[config.mk]
export PLATFORM = sky130hd
export DESIGN_NAME = nonce_dispatch_flat
export DESIGN_NICKNAME = d
export VERILOG_FILES = /design/src/rtl/nonce_dispatch_if.sv /design/src/rtl/nonce_dispatch.sv /design/src/flat_wrapper.sv
export SDC_FILE = /design/constraint.sdc
export NUM_CORES = 1
export LEC_CHECK = 0
export BUFFER_PORTS_ARGS = -buffer_cell sky130_fd_sc_hd__buf_2
export CAP_MARGIN = 20
export CORE_AREA = 2 2 160 162
export CTS_CLUSTER_DIAMETER = 60
export DETAILED_ROUTE_END_ITERATION = 6
export DIE_AREA = 0 0 162 164
export PLACE_DENSITY_LB_ADDON = 0.1
export SETUP_SLACK_MARGIN = 0.02
export SLEW_MARGIN = 15
export SYNTH_ARGS = -nofsm -noshare
export SYNTH_HDL_FRONTEND = slang
export SYNTH_SLANG_ARGS = --single-unit
[constraint.sdc]
create_clock -name clk_h -period 9.9 [get_ports clk_h]
set_input_delay 1.98 -clock clk_h [delete_from_list [all_inputs] [get_ports clk_h]]
set_output_delay 1.98 -clock clk_h [all_outputs]
set_load 0.005 [all_outputs]
[src/rtl/nonce_dispatch_if.sv]
// Host/core signal bundle for the nonce dispatcher.
// master drives the host and core strobes; slave is the dispatcher itself.
interface nonce_dispatch_if #(
  parameter int unsigned NUM_CORES = 4,
  parameter int unsigned CIDX_W    = 2
);
  logic                      start_stop;
  logic                      host_break;
  logic                      wr_start_nonce;
  logic [31:0]               start_nonce;
  logic [NUM_CORES-1:0]      wr_nonce;
  logic [NUM_CORES-1:0]      ticket2moon;
  logic [32*NUM_CORES-1:0]   core_nonce;
  logic                      go_success;
  logic                      go_unsuccess;
  logic [31:0]               gold_nonce;
  logic [CIDX_W-1:0]         gold_core;
  logic [47:0]               hashes_done;
  logic                      running;

  modport master (
    output start_stop, host_break, wr_start_nonce, start_nonce, wr_nonce, ticket2moon,
    input  core_nonce, go_success, go_unsuccess, gold_nonce, gold_core, hashes_done, running
  );

  modport slave (
    input  start_stop, host_break, wr_start_nonce, start_nonce, wr_nonce, ticket2moon,
    output core_nonce, go_success, go_unsuccess, gold_nonce, gold_core, hashes_done, running
  );
endinterface

[src/rtl/nonce_dispatch.sv]
// Hands out interleaved nonces to NUM_CORES hashing threads and reports the
// winning nonce or exhaustion of the 32-bit nonce space.
module nonce_dispatch #(
  parameter int unsigned NUM_CORES = 4,
  parameter int unsigned NONCE_LAG = 1,
  parameter int unsigned CIDX_W    = 2
) (
  input  logic            clk_h,
  input  logic            rst_n,
  nonce_dispatch_if.slave bus
);

  localparam logic [2:0] StIdle    = 3'd0;
  localparam logic [2:0] StArmed   = 3'd1;
  localparam logic [2:0] StRun     = 3'd2;
  localparam logic [2:0] StWin     = 3'd3;
  localparam logic [2:0] StExhaust = 3'd4;

  localparam logic [31:0] Step   = 32'(NUM_CORES);
  localparam logic [31:0] Limit  = 32'hFFFF_FFFF - Step;
  localparam logic [31:0] LagOff = 32'(NONCE_LAG * NUM_CORES);

  logic [2:0]               state_q, state_d;
  logic [32*NUM_CORES-1:0]  nonce_q, nonce_d;
  logic [NUM_CORES-1:0]     done_q, done_d;
  logic [47:0]              hashes_q, hashes_d;
  logic [31:0]              gold_nonce_q, gold_nonce_d;
  logic [CIDX_W-1:0]        gold_core_q, gold_core_d;
  logic                     go_success_q, go_unsuccess_q, running_q;

  logic                     load;
  logic                     found;
  logic [31:0]              swapped;
  logic [31:0]              cur;
  logic [7:0]               adv_cnt;
  logic [48:0]              hash_sum;

  assign swapped = {bus.start_nonce[7:0], bus.start_nonce[15:8],
                    bus.start_nonce[23:16], bus.start_nonce[31:24]};

  always_comb begin
    state_d      = state_q;
    nonce_d      = nonce_q;
    done_d       = done_q;
    hashes_d     = hashes_q;
    gold_nonce_d = gold_nonce_q;
    gold_core_d  = gold_core_q;
    load         = 1'b0;
    found        = 1'b0;
    cur          = '0;
    adv_cnt      = '0;
    hash_sum     = '0;

    case (state_q)
      StIdle: begin
        if (bus.wr_start_nonce && !bus.host_break) begin
          load    = 1'b1;
          state_d = StArmed;
        end
      end
      StArmed: begin
        load    = bus.wr_start_nonce && !bus.host_break;
        state_d = (bus.host_break || !bus.start_stop) ? StIdle : StRun;
      end
      StRun: begin
        if (bus.host_break || !bus.start_stop) begin
          state_d = StIdle;
        end else begin
          // A core whose next step would pass 0xFFFFFFFF parks and stops counting.
          for (int i = 0; i < int'(NUM_CORES); i++) begin
            cur = nonce_q[32*i +: 32];
            if (bus.wr_nonce[i] && !done_q[i]) begin
              if (cur > Limit) begin
                done_d[i] = 1'b1;
              end else begin
                nonce_d[32*i +: 32] = cur + Step;
                adv_cnt             = adv_cnt + 8'd1;
              end
            end
          end
          hash_sum = {1'b0, hashes_q} + 49'(adv_cnt);
          hashes_d = hash_sum[48] ? '1 : hash_sum[47:0];

          for (int i = 0; i < int'(NUM_CORES); i++) begin
            if (bus.ticket2moon[i] && !found) begin
              found        = 1'b1;
              gold_core_d  = CIDX_W'(i);
              gold_nonce_d = nonce_q[32*i +: 32] - LagOff;
            end
          end

          if (found)        state_d = StWin;
          else if (&done_d) state_d = StExhaust;
        end
      end
      StWin, StExhaust: state_d = StIdle;
      default:          state_d = StIdle;
    endcase

    if (load) begin
      for (int i = 0; i < int'(NUM_CORES); i++) begin
        nonce_d[32*i +: 32] = swapped + 32'(i);
      end
      done_d       = '0;
      hashes_d     = '0;
      gold_nonce_d = '0;
      gold_core_d  = '0;
    end
  end

  always_ff @(posedge clk_h or negedge rst_n) begin
    if (!rst_n) begin
      state_q        <= StIdle;
      nonce_q        <= '0;
      done_q         <= '0;
      hashes_q       <= '0;
      gold_nonce_q   <= '0;
      gold_core_q    <= '0;
      go_success_q   <= 1'b0;
      go_unsuccess_q <= 1'b0;
      running_q      <= 1'b0;
    end else begin
      state_q        <= state_d;
      nonce_q        <= nonce_d;
      done_q         <= done_d;
      hashes_q       <= hashes_d;
      gold_nonce_q   <= gold_nonce_d;
      gold_core_q    <= gold_core_d;
      go_success_q   <= (state_d == StWin);
      go_unsuccess_q <= (state_d == StExhaust);
      running_q      <= (state_d == StRun);
    end
  end

  assign bus.core_nonce   = nonce_q;
  assign bus.go_success   = go_success_q;
  assign bus.go_unsuccess = go_unsuccess_q;
  assign bus.gold_nonce   = gold_nonce_q;
  assign bus.gold_core    = gold_core_q;
  assign bus.hashes_done  = hashes_q;
  assign bus.running      = running_q;

endmodule

[src/flat_wrapper.sv]
// flat-port wrapper written by rule: the top's interface ports become plain ports
module nonce_dispatch_flat 
#(
  parameter int unsigned NUM_CORES = 4,
  parameter int unsigned NONCE_LAG = 1,
  parameter int unsigned CIDX_W    = 2
)
  (clk_h, rst_n, bus_start_stop, bus_host_break, bus_wr_start_nonce, bus_start_nonce, bus_wr_nonce, bus_ticket2moon, bus_core_nonce, bus_go_success, bus_go_unsuccess, bus_gold_nonce, bus_gold_core, bus_hashes_done, bus_running);
  nonce_dispatch_if #(.NUM_CORES(NUM_CORES), .CIDX_W(CIDX_W)) bus_i ();
  input  logic clk_h;
  input  logic rst_n;
  input wire logic [$bits(bus_i.start_stop)-1:0] bus_start_stop;
  input wire logic [$bits(bus_i.host_break)-1:0] bus_host_break;
  input wire logic [$bits(bus_i.wr_start_nonce)-1:0] bus_wr_start_nonce;
  input wire logic [$bits(bus_i.start_nonce)-1:0] bus_start_nonce;
  input wire logic [$bits(bus_i.wr_nonce)-1:0] bus_wr_nonce;
  input wire logic [$bits(bus_i.ticket2moon)-1:0] bus_ticket2moon;
  output wire logic [$bits(bus_i.core_nonce)-1:0] bus_core_nonce;
  output wire logic [$bits(bus_i.go_success)-1:0] bus_go_success;
  output wire logic [$bits(bus_i.go_unsuccess)-1:0] bus_go_unsuccess;
  output wire logic [$bits(bus_i.gold_nonce)-1:0] bus_gold_nonce;
  output wire logic [$bits(bus_i.gold_core)-1:0] bus_gold_core;
  output wire logic [$bits(bus_i.hashes_done)-1:0] bus_hashes_done;
  output wire logic [$bits(bus_i.running)-1:0] bus_running;
  assign bus_i.start_stop = bus_start_stop;
  assign bus_i.host_break = bus_host_break;
  assign bus_i.wr_start_nonce = bus_wr_start_nonce;
  assign bus_i.start_nonce = bus_start_nonce;
  assign bus_i.wr_nonce = bus_wr_nonce;
  assign bus_i.ticket2moon = bus_ticket2moon;
  assign bus_core_nonce = bus_i.core_nonce;
  assign bus_go_success = bus_i.go_success;
  assign bus_go_unsuccess = bus_i.go_unsuccess;
  assign bus_gold_nonce = bus_i.gold_nonce;
  assign bus_gold_core = bus_i.gold_core;
  assign bus_hashes_done = bus_i.hashes_done;
  assign bus_running = bus_i.running;
  nonce_dispatch #(.NUM_CORES(NUM_CORES), .NONCE_LAG(NONCE_LAG), .CIDX_W(CIDX_W)) u_core (.clk_h(clk_h), .rst_n(rst_n), .bus(bus_i));
endmodule
# Word-level counts from Yosys, hierarchy flattened
# Cells that the tools add are included.
[classes]
add_sub_neg = 15
n_lt_le_gt_ge = 4
n_eq_ne = 10
mux = 84
reduce_logical = 32
[op_table]
columns = ["cell", "count"]
rows = [
  ["$mux 32", 15],
  ["$mux 128", 3],
  ["$mux 48", 4],
  ["$add 32x3->32 const B", 4],
  ["$gt 32x32->1 const B", 4],
  ["$sub 32x3->32 const B", 4],
  ["$mux 8", 15],
  ["$add 32x2->32 const B", 2],
  ["$add 48x8->49", 1],
  ["$add 32x1->32 const B", 1],
  ["$mux 1", 30],
  ["$add 8x1->8 const B", 3],
  ["$reduce_and 4->1", 5],
  ["$mux 2", 8],
  ["$mux 3", 4],
  ["$mux 4", 3],
  ["$ne 2x1->1 const B", 5],
  ["$reduce_bool 2->1", 5],
  ["$eq 3x2->1 const B", 3],
  ["$logic_not 1->1", 9],
  ["$pmux 3 s3", 1],
  ["$logic_and 1x1->1", 8],
  ["$reduce_bool 5->1", 1],
  ["$eq 3x1->1 const B", 1],
  ["other kinds (6)", 6],
]
[totals]
regBits = 220
in_bits = 45
out_inout_bits = 213
elab_cells = 157

# Longest topological paths before layout
# Gate-level depths: netlist of the first run.
[logic_depth]
word_depth = 25
ltp_mapped = 25
ltp_nobuf = 23

# Worst setup path after synthesis of the first run
# No wires, ideal clock.
[synth_timing]
kind = "input to register"
from = "input bus_wr_nonce[0]"
to = "register u_core.hashes_q[16], in the netlist u_core.bus.hashes_done[16]"
setup_ns = 0.099
arrival_ns = 6.002
path_slack_ns = 3.798
cell_stages = 20
path_cell_list = "nor3b_1 ha_1 mux2_2 ha_1 mux2_2 ha_1 nor2_1 nor2_1 inv_1 fa_1 nor2b_1 o21a_1 nor2_1 or3_4 or3_1 buf_6 buf_6 a21oi_2 nor2_1 a311oi_1"
[synth_via]
elab_chain_cells = 24
[synth_rtl]
columns = ["item", "line_no", "source"]
rows = [
  ["start: declaration", "flat_wrapper.sv:16", "input wire logic [$bits(bus_i.wr_nonce)-1:0] bus_wr_nonce;"],
  ["$logic_and 1x1->1 *", "nonce_dispatch.sv:72", "if (bus.wr_nonce[i] && !done_q[i]) begin"],
  ["$mux 8 *", "nonce_dispatch.sv:72", ""],
  ["$mux 8 *", "nonce_dispatch.sv:66", "if (bus.host_break || !bus.start_stop) begin"],
  ["$mux 8 *", "nonce_dispatch.sv:54", "case (state_q)"],
  ["$add 8x1->8", "nonce_dispatch.sv:77", "adv_cnt = adv_cnt + 8'd1;"],
  ["$mux 8", "nonce_dispatch.sv:73", "if (cur > Limit) begin"],
  ["$mux 8 *", "nonce_dispatch.sv:72", ""],
  ["$mux 8 *", "nonce_dispatch.sv:66", ""],
  ["(+8 left out)", "--", ""],
  ["$mux 8 *", "nonce_dispatch.sv:72", ""],
  ["$mux 8 *", "nonce_dispatch.sv:66", ""],
  ["$mux 8 *", "nonce_dispatch.sv:54", ""],
  ["$add 48x8->49 *", "nonce_dispatch.sv:81", "hash_sum = {1'b0, hashes_q} + 49'(adv_cnt);"],
  ["$mux 48 *", "nonce_dispatch.sv:82", "hashes_d = hash_sum[48] ? '1 : hash_sum[47:0];"],
  ["$mux 48 *", "nonce_dispatch.sv:66", ""],
  ["$mux 48 *", "nonce_dispatch.sv:54", ""],
  ["$mux 48 *", "nonce_dispatch.sv:100", "if (load) begin"],
  ["end signal: assignment", "nonce_dispatch.sv:126", "hashes_q <= hashes_d;"],
  ["end: declaration", "nonce_dispatch.sv:26", "logic [47:0] hashes_q, hashes_d;"],
]
# Every way passes the cells marked *; elsewhere a longest branch is shown, timed or not. The select of a mux whose other input is x is not followed.
# A chain may end at the register's enable or synchronous reset.

# Final worst setup path of the first run
[layout_timing]
from = "register u_core.nonce_q[4], in the netlist u_core.bus.core_nonce[4]"
to = "register u_core.hashes_q[7], in the netlist u_core.bus.hashes_done[7]"
[layout_via]
elab_chain_cells = 25
[layout_rtl]
columns = ["item", "line_no", "source"]
rows = [
  ["start: declaration", "nonce_dispatch.sv:24", "logic [32*NUM_CORES-1:0] nonce_q, nonce_d;"],
  ["start signal: assignment", "nonce_dispatch.sv:124", "nonce_q <= nonce_d;"],
  ["$gt 32x32->1 *", "nonce_dispatch.sv:73", ""],
  ["$mux 1 *", "nonce_dispatch.sv:73", ""],
  ["$mux 8 *", "nonce_dispatch.sv:72", ""],
  ["$mux 8 *", "nonce_dispatch.sv:66", ""],
  ["$mux 8 *", "nonce_dispatch.sv:54", ""],
  ["$add 8x1->8", "nonce_dispatch.sv:77", ""],
  ["$mux 8", "nonce_dispatch.sv:73", ""],
  ["$mux 8 *", "nonce_dispatch.sv:72", ""],
  ["(+9 left out)", "--", ""],
  ["$mux 8 *", "nonce_dispatch.sv:72", ""],
  ["$mux 8 *", "nonce_dispatch.sv:66", ""],
  ["$mux 8 *", "nonce_dispatch.sv:54", ""],
  ["$add 48x8->49 *", "nonce_dispatch.sv:81", ""],
  ["$mux 48 *", "nonce_dispatch.sv:82", ""],
  ["$mux 48 *", "nonce_dispatch.sv:66", ""],
  ["$mux 48 *", "nonce_dispatch.sv:54", ""],
  ["$mux 48 *", "nonce_dispatch.sv:100", ""],
]
# Marked as above.

==> summary.json, run 1 <==
{
  "sta": {
    "timing.fmax_ghz": 0.1455,
    "max-slew-margin-rel": 0.2573,
    "clock_skew_ns": 0.01363,
    "period_utilization": 0.6944,
    "timing_worst_slew_pin_value_ns": 1.114,
    "report.final.slew_viol_count": 0,
    "fin_tns_setup_ns": 0,
    "grt_setup_unrepaired": "no",
    "final_hold_viol_count": 0,
    "setup_viol": 0,
    "period_minus_slack_ns": 6.875
  },
  "die": {
    "top_level_ports": 258,
    "initial_utilization": 0.6103,
    "chipHeight_um": 164,
    "die_x_um": 162,
    "dieArea_mm2": 0.02657,
    "std_cell_rows": 58,
    "floorplan.core_area_mm2": 0.02482
  },
  "power_and_ir_drop": {
    "share_comb_of_total_power": 0.203,
    "sw_frac_of_total": 0.3303,
    "power.internal_mw": 1.846,
    "switching_power_mw": 0.9104,
    "power_leakage_nw": 7.422,
    "ir_drop_mv": 0.1116,
    "clockPowerShare": 0.378,
    "sequentialPowerShare": 0.419,
    "total_power_mw": 2.756,
    "power-per-cell-area_mw_per_mm2": 157.8
  },
  "status": {
    "run_status": "completed"
  },
  "cells_and_area": {
    "design.final.nets": 2130,
    "finish.cell_count_without_fillers": 2416,
    "num-fill-cells": 2109,
    "final_layout_size_suffix_gt1_frac": 0.1751,
    "syn_to_final_growth_pct": 15.31,
    "final_common_cell": "sky130_fd_sc_hd__nand2_1",
    "mostFrequentLayoutCells": "sky130_fd_sc_hd__nand2_1, sky130_fd_sc_hd__buf_2, sky130_fd_sc_hd__dfrtp_1"
  },
  "logic_synthesis": {
    "complex_gate_fraction_of_the_synthesized_area": 0.1642,
    "yosys_most_used_dff": "sky130_fd_sc_hd__dfrtp_1",
    "post_synth.cell_area_avg_um2": 8.031,
    "synth_cells": 1886,
    "muxShareOfSynthArea": 0.01297,
    "syn_area_mm2": 0.01515,
    "number_of_enable_type_register_cells_in_the_synthesized_netlist": 0,
    "syn-num-nets": 1952,
    "yosysUniqueCellTypes": 79,
    "main_combinational_cell_family_by_area_after_synthesis": "simple AND/OR/NAND/NOR gates",
    "synthArstFlopShare": 1.000,
    "adder_and_majority_gate_portion_of_the_synthesized_area": 0.01784,
    "ys_ff_latch": 220,
    "synth_xor_xnor_area_share": 0.1191,
    "seq_area_frac_synth": 0.3635,
    "synth_simple_gate_area_frac": 0.2781,
    "yosysWarningCount": 0
  },
  "setup_path": {
    "critical-path-top-delay-family": "simple AND/OR/NAND/NOR gates",
    "crit_buf_inv": 2,
    "crit_slowest_cell": "sky130_fd_sc_hd__or3_1",
    "path_common_cell": "sky130_fd_sc_hd__nor2_1",
    "worstPathRequired_ns": 10.33,
    "critPathArrivalTime_ns": 7.30,
    "logic_depth_of_the_worst_setup_path_including_buffers": 23,
    "start_kind": "flip-flop",
    "crit_type": "flip-flop to flip-flop",
    "cpPeakStageDelay_ns": 0.64,
    "cp_cell_sequence": "nand4_1, nor3_1, nand3_1, nor4_1, nor3b_1, ha_1, mux2_2, ha_1, mux2_2, ha_1, nor2_1, nor2_1, inv_1, fa_1, nor2b_1, o21a_1, nor2_1, or3_4, or3_1, buf_4, nand2_1, nor2_1, a311oi_1",
    "critPathCaptureType": "flip-flop",
    "critical_path.max_fanout": 20,
    "worst-r2r-cell-count": 23
  },
  "global_route": {
    "globalRouteOverflowTotal": 0,
    "grtUsageTotal": 0.3933,
    "grt_first_pass_wirelength_mm": 81.17,
    "vias_in_the_first_global_route": 13990,
    "maximum_number_of_pins_on_one_net_before_global_route_repair": 214,
    "antenna_violations_before_repair": 3
  },
  "run": {
    "maxCapViolCount": 0
  },
  "place": {
    "post-place-cells": 2365,
    "place.detailed.hpwl_mm": 38.71,
    "place.port_buffers": 257,
    "gp_routability_congestion": 1.019
  },
  "route": {
    "drt-wirelength-per-cell_um": 22.26,
    "antenna_left": 0,
    "first_pass_iters": 7,
    "drc": 0,
    "finalWirelength_mm": 53.79,
    "total_vias_in_the_final_route": 15830,
    "detail_route.vias_per_cell": 6.552,
    "count_of_routing_violations_after_the_opening_detailed_route_iteration": 2395
  },
  "cts": {
    "clock_insertion_delay_worst_skew_ns": 0.55,
    "cts_buffer_depth": 3,
    "post_cts_buffers": 0,
    "hold_buffers": 0,
    "clock_tree.htree_level_count": 1,
    "clkSlewWorstSetupHoldPaths_ns": 0.06,
    "cts_root_buf": "sky130_fd_sc_hd__clkbuf_16",
    "cts_made_buffers": 26,
    "tritoncts": "yes",
    "cts-resized-gates": 0,
    "tritoncts_sinks": 220
  },
  "worst_hold_path": {
    "worst_hold_path.num_cells": 2,
    "worstHoldPathType": "flip-flop to flip-flop"
  }
}
==> flip-flops by register name (all words and copies together), names as in the netlist <==
signal	flops
u_core.bus.gold_nonce	32
u_core.bus.go_unsuccess	1
u_core.bus.core_nonce	128
u_core.bus.running	1
u_core.bus.gold_core	2
u_core.state_q	3
u_core.bus.go_success	1
u_core.bus.hashes_done	48
u_core.done_q	4
==> synth_stat cells, drive strengths merged, types with 5 or more instances <==
master / number / area (um^2)
a211oi: 13 / 102.6
and2: 18 / 112.6
a211o: 5 / 43.79
nor2: 175 / 659.4
nor2b: 30 / 187.7
a311o: 8 / 80.08
ha: 20 / 250.2
xor2: 101 / 884.6
nand2b: 12 / 75.07
o21ai: 149 / 745.7
nor3b: 14 / 110.1
clkbuf: 99 / 371.6
o22ai: 11 / 68.82
o211ai: 10 / 75.07
xnor2: 105 / 919.6
a221o: 6 / 60.06
inv: 39 / 146.4
a31oi: 20 / 125.1
or2: 7 / 43.79
o221ai: 14 / 141.4
buf: 28 / 152.6
nand2: 265 / 994.7
a311oi: 12 / 105.1
dfrtp: 220 / 5505
or3: 11 / 78.82
a221oi: 6 / 52.55
and4: 17 / 151.4
nor3: 58 / 295.3
nand4: 59 / 375.4
mux2: 13 / 146.4
a21oi: 85 / 436.7
mux2i: 5 / 50.05
o31ai: 17 / 127.6
and3: 37 / 236.5
o311ai: 5 / 43.79
nand3: 126 / 630.6
o21a: 5 / 37.54
nor4: 20 / 131.4
==> worst register-to-register path, stage by stage, from the launching register on <==
cell                       delay, ns
sky130_fd_sc_hd__dfrtp_1        0.51
sky130_fd_sc_hd__nand4_1        0.27
sky130_fd_sc_hd__nor3_1         0.51
sky130_fd_sc_hd__nand3_1        0.15
sky130_fd_sc_hd__nor4_1         0.45
sky130_fd_sc_hd__nor3b_1        0.22
sky130_fd_sc_hd__ha_1           0.33
sky130_fd_sc_hd__mux2_2         0.30
sky130_fd_sc_hd__ha_1           0.29
sky130_fd_sc_hd__mux2_2         0.28
sky130_fd_sc_hd__ha_1           0.27
sky130_fd_sc_hd__nor2_1         0.04
sky130_fd_sc_hd__nor2_1         0.16
sky130_fd_sc_hd__inv_1          0.08
sky130_fd_sc_hd__fa_1           0.43
sky130_fd_sc_hd__nor2b_1        0.14
sky130_fd_sc_hd__o21a_1         0.12
sky130_fd_sc_hd__nor2_1         0.14
sky130_fd_sc_hd__or3_4          0.45
sky130_fd_sc_hd__or3_1          0.64
sky130_fd_sc_hd__buf_4          0.33
sky130_fd_sc_hd__nand2_1        0.26
sky130_fd_sc_hd__nor2_1         0.07
sky130_fd_sc_hd__a311oi_1       0.32
==> power groups by stage <==
stage | clock, mW | combinational (mW) | sequential, mW
after detailed placement | 0 | 0.542 | 1.16
after global routing | 1.08 | 0.608 | 1.16
after global placement | 0 | 0.533 | 1.16
after floorplan | 0 | 0.320 | 1.11
final | 1.04 | 0.560 | 1.16
after CTS | 1.04 | 0.547 | 1.14
==> logic make-up after synthesis <==
logic type	Yosys count
AOI/OAI and AO/OA	393
xor gates and xnor gates	206
adders and majority gates	21
buffers and inverters	166
DFF	220
muxes	18
and+or+nand+nor	862
==> layout make-up <==
class | count | area (um^2) | area share
clock inverter | 13 | 176.4 | 0.01010
clock buffer | 35 | 745.7 | 0.04270
multi-input combinational | 1500 | 9002 | 0.5154
timing repair buffer | 277 | 1471 | 0.08425
sequential | 220 | 5505 | 0.3152
inverter | 39 | 146.4 | 0.008382
tap | 330 | 412.9 | 0.02364
antenna | 2 | 5.005 | 0.0002866
==> layer usage <==
layer	GRT usage	part of all wire	vias up
met5	0	0	-
met4	0.1114	0.029	0
met3	0.09369	0.13	128
met2	0.5689	0.42	1089
met1	0.5874	0.41	7562
li1	-	-	7051
==> through the flow <==
| stage | worst slack [ns] | util | hold WS (ns) | cell area (um^2) |
|---|---|---|---|---|
| 2_1_floorplan | 3.798 | - | 0.4761 | 15150 |
| 3_3_place_gp | 2.796 | 0.6653 | 0.4717 | 16510 |
| 3_5_place_dp | 2.589 | 0.6653 | 0.4851 | 16510 |
| 4_1_cts | 3.094 | 0.7025 | 0.4989 | 17430 |
| 5_1_grt | 2.727 | 0.7037 | 0.5222 | 17470 |
| 6_report | 3.025 | 0.7037 | 0.4902 | 17470 |
==> path summary, 6_finish.rpt <==
path | from | end | slack [ns]
setup / recovery | u_core.bus.core_nonce[4] | u_core.bus.hashes_done[7] | 3.03
hold / removal | u_core.bus.gold_nonce[11] | u_core.bus.gold_nonce[11] | 0.49
setup reg to reg | u_core.bus.core_nonce[4] | u_core.bus.hashes_done[7] | 3.03
hold reg to reg | u_core.bus.gold_nonce[11] | u_core.bus.gold_nonce[11] | 0.49
max in group asynchronous | rst_n | u_core.bus.hashes_done[29] | 7.06
min in group asynchronous | rst_n | u_core.bus.gold_nonce[8] | 1.38
Power figures use the tool's default switching activity.
==> run 2: changes to the inputs <==
- CORE_AREA: 2 2 160 162 -> 2 2 174 176
- DIE_AREA: 0 0 162 164 -> 0 0 176 178
- clock period: 9.9 -> 6 ns (I/O delays scaled with it)
==> summary.json, run 2 (synthesized netlist as in run 1, its figures left out) <==
{
  "sta": {
    "post-route-worst-setup-slack_ns": 0.3465,
    "final_hold_viol_count": 0,
    "max-slew-margin-rel": 0.2873,
    "clock_skew_ns": 0.01073,
    "period_minus_slack_ns": 5.653,
    "setup_viol": 0,
    "timing_worst_slew_pin_value_ns": 1.059,
    "report.final.slew_viol_count": 0,
    "timing.fmax_ghz": 0.1769,
    "period_utilization": 0.9422
  },
  "place": {
    "gp_routability_congestion": 0.9926,
    "place.port_buffers": 257,
    "dpl_worst_slack_ns": 0.05428,
    "place.detailed.hpwl_mm": 41.69
  },
  "route": {
    "antenna_left": 0,
    "drc": 0,
    "count_of_routing_violations_after_the_opening_detailed_route_iteration": 1997,
    "drt-wirelength-per-cell_um": 22.32,
    "finalWirelength_mm": 56.06,
    "detail_route.vias_per_cell": 6.242,
    "total_vias_in_the_final_route": 15680,
    "first_pass_iters": 5
  },
  "cells_and_area": {
    "syn_to_final_growth_pct": 17.73,
    "final_layout_size_suffix_gt1_frac": 0.1916,
    "num-fill-cells": 2765,
    "mostFrequentLayoutCells": "sky130_fd_sc_hd__nand2_1, sky130_fd_sc_hd__buf_2, sky130_fd_sc_hd__dfrtp_1",
    "finalCoreUtilization": 0.6065,
    "largest_register_ff_count": 128,
    "final_common_cell": "sky130_fd_sc_hd__nand2_1",
    "design.final.nets": 2164
  },
  "global_route": {
    "maximum_number_of_pins_on_one_net_before_global_route_repair": 141,
    "vias_in_the_first_global_route": 14320,
    "grt_first_pass_wirelength_mm": 85.66,
    "antenna_violations_before_repair": 1,
    "grtUsageTotal": 0.3534,
    "globalRouteOverflowTotal": 0
  },
  "power_and_ir_drop": {
    "ir_drop_mv": 0.2235,
    "power-per-cell-area_mw_per_mm2": 257.7,
    "power_leakage_nw": 7.591
  },
  "die": {
    "die_x_um": 176,
    "top_level_ports": 258,
    "floorplan.core_area_mm2": 0.02940,
    "chipHeight_um": 178,
    "dieArea_mm2": 0.03133,
    "initial_utilization": 0.5152,
    "std_cell_rows": 63
  },
  "run": {
    "maxCapViolCount": 0
  },
  "setup_path": {
    "critPathCaptureType": "flip-flop",
    "crit_slowest_cell": "sky130_fd_sc_hd__dfrtp_1",
    "crit_buf_inv": 5,
    "critical_path.max_fanout": 21,
    "critPathArrivalTime_ns": 6.11,
    "critical-path-top-delay-family": "simple AND/OR/NAND/NOR gates",
    "crit_type": "flip-flop to flip-flop",
    "cpPeakStageDelay_ns": 0.45,
    "worstPathRequired_ns": 6.46,
    "start_kind": "flip-flop"
  },
  "cts": {
    "clock_tree.htree_level_count": 1,
    "tritoncts": "yes",
    "tritoncts_sinks": 220,
    "clkSlewWorstSetupHoldPaths_ns": 0.06,
    "clock_insertion_delay_worst_skew_ns": 0.56,
    "cts_root_buf": "sky130_fd_sc_hd__clkbuf_16",
    "cts_made_buffers": 28,
    "cts_buffer_depth": 3
  },
  "worst_hold_path": {
    "worstHoldPathType": "flip-flop to flip-flop"
  },
  "status": {
    "run_status": "completed"
  }
}
[run 2: what timing repair did]
action,4_1_cts,5_1_grt
pin swaps,0,6
hold buffers,0,0
resized for setup,1,13
buffers inserted,0,4
endpoints found under the setup margin,1,36
[run 2: worst register-to-register path: stages, from the launching register on]
cell,delay (ns)
sky130_fd_sc_hd__dfrtp_1,0.45
sky130_fd_sc_hd__nand4_1,0.14
sky130_fd_sc_hd__buf_4,0.19
sky130_fd_sc_hd__nor3_1,0.13
sky130_fd_sc_hd__buf_4,0.16
sky130_fd_sc_hd__nand3_1,0.10
sky130_fd_sc_hd__nor4_2,0.33
sky130_fd_sc_hd__buf_4,0.18
sky130_fd_sc_hd__nor3b_2,0.06
sky130_fd_sc_hd__ha_1,0.26
sky130_fd_sc_hd__mux2_2,0.30
sky130_fd_sc_hd__ha_1,0.29
sky130_fd_sc_hd__mux2_2,0.28
sky130_fd_sc_hd__ha_1,0.28
sky130_fd_sc_hd__nor2_1,0.04
sky130_fd_sc_hd__nor2_1,0.12
sky130_fd_sc_hd__inv_1,0.08
sky130_fd_sc_hd__fa_2,0.37
sky130_fd_sc_hd__nor2b_1,0.12
sky130_fd_sc_hd__o21a_1,0.14
sky130_fd_sc_hd__nor2_2,0.09
sky130_fd_sc_hd__or3_4,0.41
sky130_fd_sc_hd__or3_4,0.41
sky130_fd_sc_hd__buf_6,0.19
sky130_fd_sc_hd__a21oi_1,0.17
sky130_fd_sc_hd__nor2_1,0.06
sky130_fd_sc_hd__a211oi_1,0.22
[run 2: layout make-up]
type,count,area [um^2],area share
multi-input cells,1500,9042,0.5071
flip-flops and latches,220,5508,0.3089
repair buffers,309,1715,0.09620
clock buffers,40,787.0,0.04413
well taps,390,488.0,0.02736
inverters,39,146.4,0.008209
clock inverters,11,137.6,0.007718
diodes,3,7.507,0.0004210
[run 2: path summary, 6_finish.rpt]
check | start | end | slack (ns) | cells after the start
min | u_core.bus.gold_nonce[24] | u_core.bus.gold_nonce[24] | 0.49 | 2
max reg2reg | u_core.bus.core_nonce[7] | u_core.bus.hashes_done[19] | 0.35 | 26
max | u_core.bus.core_nonce[7] | u_core.bus.hashes_done[19] | 0.35 | 26
min in group asynchronous | rst_n | u_core.bus.gold_nonce[4] | 0.61 | 1
min reg2reg | u_core.bus.gold_nonce[24] | u_core.bus.gold_nonce[24] | 0.49 | 2
max in group asynchronous | rst_n | u_core.bus.hashes_done[32] | 4.12 | 2
[run 2: stage by stage]
| step | hold WS [ns] | std cells | setup TNS (ns) | instance area, um^2 | total power, mW |
|---|---|---|---|---|---|
| floorplan | 0.4761 | 1886 | 0 | 15150 | 2.367 |
| global placement | 0.4682 | 2454 | 0 | 16820 | 2.843 |
| detailed placement | 0.4860 | 2454 | 0 | 16820 | 2.855 |
| CTS | 0.4983 | 2505 | 0 | 17750 | 4.572 |
| global route | 0.5117 | 2510 | -0.002435 | 17830 | 4.786 |
| finish | 0.4916 | 2512 | 0 | 17830 | 4.596 |
[run 2: per-layer routing]
layer,global-route usage,vias up,share of wire
met5,0,-,0
met1,0.5378,7535,0.44
met2,0.5166,906,0.42
met4,0.09332,0,0.027
met3,0.06117,102,0.11
li1,-,7136,-
[run 2: power by group]
part	leakage (nW)	internal (mW)	switching, mW	total, mW
combinational	4.33	0.402	0.601	1.00
clock	0.445	1.04	0.683	1.72
sequential	2.82	1.63	0.247	1.87
total	7.59	3.07	1.53	4.60
